### config.mk
export PLATFORM = sky130hd
export DESIGN_NAME = controlador_contador
export DESIGN_NICKNAME = d
export VERILOG_FILES = /design/src/rtl/controlador_contador.sv
export SDC_FILE = /design/constraint.sdc
export NUM_CORES = 1
export LEC_CHECK = 0
export BUFFER_PORTS_ARGS = -buffer_cell sky130_fd_sc_hd__buf_2
export CAP_MARGIN = 20
export CORE_UTILIZATION = 45
export DETAILED_ROUTE_END_ITERATION = 10
export PLACE_DENSITY = 0.7
export SLEW_MARGIN = 5
export SYNTH_ARGS = -nofsm -noshare
export SYNTH_HDL_FRONTEND = slang
export SYNTH_SLANG_ARGS = --single-unit
### constraint.sdc
create_clock -name clk -period 1.9 [get_ports clk]
set_clock_uncertainty 0.15 [all_clocks]
set_input_delay 0.19 -clock clk [delete_from_list [all_inputs] [get_ports clk]]
set_output_delay 0.19 -clock clk [all_outputs]
set_load 0.02 [all_outputs]
### src/rtl/controlador_contador.sv
// controlador_contador: initiator-side sequencer for the counter/timer buffer.
// Accepts a run length over a valid/ready handshake, clears the buffer, runs it
// for that many cycles (or until its timer saturates), samples count/timer and
// reports completion with a one-cycle done pulse.
// Optional build macro: CONTADOR_ABORT_EN adds a synchronous abort input that
// ends a run early from CLEAR or RUN.
module controlador_contador #(
    parameter int COUNT_W = 4,
    parameter int TIMER_W = 5
) (
    input  logic               clk,
    input  logic               reset,
    input  logic               cmd_valid,
    output logic               cmd_ready,
    input  logic [TIMER_W-1:0] cmd_len,
    output logic               start,
    output logic               clr,
    input  logic [COUNT_W-1:0] count_in,
    input  logic [TIMER_W-1:0] timer_in,
`ifdef CONTADOR_ABORT_EN
    input  logic               abort,
`endif
    output logic               busy,
    output logic               done,
    output logic               error,
    output logic [COUNT_W-1:0] result_count,
    output logic [TIMER_W-1:0] result_timer
);

    typedef enum logic [2:0] {
        IDLE,
        CLEAR,
        RUN,
        SAMPLE,
        DONE
    } state_t;

    state_t             state_q, state_d;
    logic [TIMER_W-1:0] len_q, len_d;
    logic [TIMER_W-1:0] cnt_q, cnt_d;
    logic               sat_q, sat_d;
    logic               done_q, done_d;
    logic               error_q, error_d;
    logic [COUNT_W-1:0] rcount_q, rcount_d;
    logic [TIMER_W-1:0] rtimer_q, rtimer_d;
    logic               timerFull;
    logic               lastRun;
    logic               abortHit;

    assign timerFull = (timer_in == {TIMER_W{1'b1}});
    assign lastRun   = (cnt_q == (len_q - TIMER_W'(1)));

`ifdef CONTADOR_ABORT_EN
    assign abortHit = abort;
`else
    assign abortHit = 1'b0;
`endif

    // Buffer controls and handshake status decode straight from the state register
    assign cmd_ready    = (state_q == IDLE);
    assign busy         = (state_q != IDLE);
    assign start        = (state_q == RUN);
    assign clr          = (state_q == CLEAR);
    assign done         = done_q;
    assign error        = error_q;
    assign result_count = rcount_q;
    assign result_timer = rtimer_q;

    // Next-state and registered-output logic; done/error are computed one cycle
    // ahead so they are high exactly while the FSM sits in the target cycle
    always_comb begin
        state_d  = state_q;
        len_d    = len_q;
        cnt_d    = cnt_q;
        sat_d    = sat_q;
        done_d   = 1'b0;
        error_d  = 1'b0;
        rcount_d = rcount_q;
        rtimer_d = rtimer_q;
        case (state_q)
            IDLE: begin
                if (cmd_valid) begin
                    if (cmd_len == '0) begin
                        error_d = 1'b1;
                    end else begin
                        len_d   = cmd_len;
                        state_d = CLEAR;
                    end
                end
            end
            CLEAR: begin
                cnt_d   = '0;
                state_d = RUN;
                if (abortHit) begin
                    state_d = DONE;
                    done_d  = 1'b1;
                    error_d = 1'b1;
                    sat_d   = 1'b0;
                end
            end
            RUN: begin
                cnt_d = cnt_q + TIMER_W'(1);
                if (timerFull) begin
                    sat_d = 1'b1;
                end
                if (timerFull || lastRun) begin
                    state_d = SAMPLE;
                end
                if (abortHit) begin
                    state_d = DONE;
                    done_d  = 1'b1;
                    error_d = 1'b1;
                    sat_d   = 1'b0;
                end
            end
            SAMPLE: begin
                rcount_d = count_in;
                rtimer_d = timer_in;
                state_d  = DONE;
                done_d   = 1'b1;
                error_d  = sat_q;
            end
            DONE: begin
                sat_d   = 1'b0;
                state_d = IDLE;
            end
            default: begin
                state_d = IDLE;
            end
        endcase
    end

    // State and datapath registers with asynchronous active-low reset
    always_ff @(posedge clk or negedge reset) begin
        if (!reset) begin
            state_q  <= IDLE;
            len_q    <= '0;
            cnt_q    <= '0;
            sat_q    <= 1'b0;
            done_q   <= 1'b0;
            error_q  <= 1'b0;
            rcount_q <= '0;
            rtimer_q <= '0;
        end else begin
            state_q  <= state_d;
            len_q    <= len_d;
            cnt_q    <= cnt_d;
            sat_q    <= sat_d;
            done_q   <= done_d;
            error_q  <= error_d;
            rcount_q <= rcount_d;
            rtimer_q <= rtimer_d;
        end
    end

endmodule

==> run_results.csv <==
group,metric,value,unit
worst_setup_path,crit_required,1560,ps
worst_setup_path,worstPathArrival,1480,ps
clock_tree,clkSinkCount,25,
drt,vias_per_cell,4.98,
yosys,ys_types,26,
worst_setup_path,path_max_fanout,8,
worst_setup_path,cpPeakStageDelay,460,ps
clock_tree,clockRootBuffer,"clkbuf_4",
pwr,power.total,2.38,mW
floorplan,die_h,52.7,um
yosys,yosys_warnings,0,
timing,fin_crit,1820,ps
yosys,syn_inst,123,
final_layout,multi_input_area,475,um2
timing,setup_viol,0,
placement,hpwlAfterDp,1.74,mm
drt,num_vias,1005,
worst_setup_path,endpoint_kind,"output pin",
clock_tree,path_clk_slew,140,ps
worst_setup_path,crit_type,"reg2out",
clock_tree,clkLatencyLatePin,330,ps
pwr,power_leakage,0.821,nW
yosys,seq_area_frac_synth,54.2,%
timing,final.setup.tns,0,ps
timing,maxClockFrequency,0.548,GHz
final_layout,layout-drive-gt1-share,25.3,%
pwr,power_density,1540,mW/mm2
placement,portBuffers,31,
yosys,synth.cell_area,0.00115,mm2
yosys,synthFlopType,"dfrtp_1",
clock_tree,cts_tree,"done",
timing,worst_pin_slew,552,ps
job,maxCapViolCount,0,
grt,gr-usage-all-layers,21.7,%
yosys,synth_top_cell_by_area,"dfrtp_1",
timing,period_share,96.0,%
placement,place.gp.congestion,0.792,
floorplan,die_area,0.00277,mm2
drt,wl_per_cell,12.7,um
yosys,synth_enable_flop_cells,0,
worst_setup_path,worstPathCellList,"or3b_4 > clkinv_4 > buf_2",
yosys,synth_top_cell_area_share,54.2,%
grt,first_global_vias,1036,
worst_setup_path,slowest_stage,"dfrtp_2",
floorplan,coreArea,0.00232,mm2
yosys,yosys-top-cells-count,"nand2_1, dfrtp_1, inv_1, o21ai_0",
drt,wirelength,2.56,mm
floorplan,io_pins,32,
final_layout,register_area,628,um2
hold_path,hp-class,"in2reg",
yosys,syn_area_per_cell,9.39,um2
worst_setup_path,cp-start-kind,"register",
pwr,ir_worst_vdd,1070,uV
floorplan,start_util,49.8,%
timing,relSlewSlack,63.2,%
drt,antenna_left,0,
final_layout,diodes,0,
placement,post-place-cells,182,
drt,drt_first_pass_iters,4,
grt,grt_max_degree,26,
drt,drc,0,
final_layout,fillers,196,
clock_tree,clockBufferDepth,2,
floorplan,rows,17,
outcome,status,"completed",
grt,grt_pass1_wl,4.31,mm
yosys,ys_top_cells_by_area,"dfrtp_1, nand2_1, inv_1",
drt,drtIter0Drc,7,
final_layout,fin_nets,194,
yosys,yosysMostFrequentCell,"nand2_1",
final_layout,layout.cells.non_filler,202,
yosys,async_flop_share,100,%
timing,drv_slew,0,
grt,antenna_found_initial,0,
yosys,syn_nets,142,
floorplan,chipWidth,52.7,um
timing,hold_viol,0,
timing,rsz0062_at_grt,"false",
grt,gr-total-overflow,0,
clock_tree,cts_buffers,3,
final_layout,area_growth_syn_to_layout,33.6,%
clock_tree,htreeDepth,1,
yosys,yosys_register_bits,25,
-- registers in the layout, indices dropped and copies added, names as in the netlist --
register and cells:
sat_q 1, done 1, state_q 3, error 1, result_count 4, len_q 5
result_timer 5, cnt_q 5
-- cell families after synthesis --
logic type / after synthesis / synth area share, %
buf+inv: 13 / 4.66
fa+ha+maj: 2 / 2.17
compound gates: 18 / 10.9
simple gates: 60 / 24.3
xor+xnor: 5 / 3.79
flops: 25 / 54.2
-- final timing paths --
path                            startpoint              end  slack, ps  depth (start not counted)
setup / recovery                state_q[0]            start         80                          3
hold / removal                   cmd_valid         len_q[1]        190                          5
setup reg to reg                state_q[0]       state_q[0]        280                          5
hold reg to reg            result_count[2]  result_count[2]        340                          2
max in group asynchronous            reset       state_q[1]       1000                          2
min in group asynchronous            reset         len_q[1]        210                          2
-- layout by cell type (no fill, tap or decap) --
master and n:
a21o_1 1, o21ai_1 2, dfrtp_2 2, o211ai_1 1
a32o_1 1, buf_4 3, nor4b_4 1, nor2_1 5
clkinvlp_4 1, dlygate4sd3_1 15, nand2_1 39, o21ai_0 6
a22o_1 3, a21boi_1 1, a31oi_1 1, a21oi_1 1
xor2_1 3, clkbuf_4 3, nand4_1 3, inv_1 10
dfrtp_1 23, or3b_4 1, ha_1 2, nor3_1 3
clkinv_4 1, xnor2_1 2, nor4b_1 1, nand2b_1 2
nand3_1 5, buf_2 31, a21bo_4 1
-- routing by layer --
layer	wire length, um	track usage [%]
met2	1240	36.5
met4	53	11.0
met1	1200	26.2
met5	0	0
met3	68	3.77
-- what timing repair did --
item	4_1_cts	5_1_grt
hold buffers	15	0
endpoints found under the hold margin	39	0
setup endpoints to repair	0	1
resized for setup	0	2
buffers inserted	0	1
-- critical path, delay by kind of cell, from the launching register on --
kind | cells | cell delay, ps
flops | 1 | 460
simple gates | 1 | 440
buf+inv | 2 | 250
-- layout make-up --
type	count	area share, %
Inverter	11	3.00
Timing Repair Buffer	49	21.2
Clock inverter	1	0.487
Clock buffer	3	1.46
Sequential cell	25	40.7
Multi-Input combinational cell	85	30.8
Tap cell	28	2.27
-- power by group --
group	switching, mW	internal, mW
clock	0.168	0.0806
sequential	0.193	0.754
combinational	0.694	0.491
-- stage by stage --
step | hold WS, ps | area, um2 | utilization [%] | setup slack, ps
finish | 188 | 1540 | 66.5 | 76.5
global route | 196 | 1540 | 66.5 | 19.6
CTS | 181 | 1530 | 66.1 | 8.14
detailed placement | 67.4 | 1350 | 58.3 | 301
global placement | 57.7 | 1350 | 58.3 | 344
floorplan | -256 | 1150 | - | 306
No activity file was read; power rests on OpenSTA's default activity.
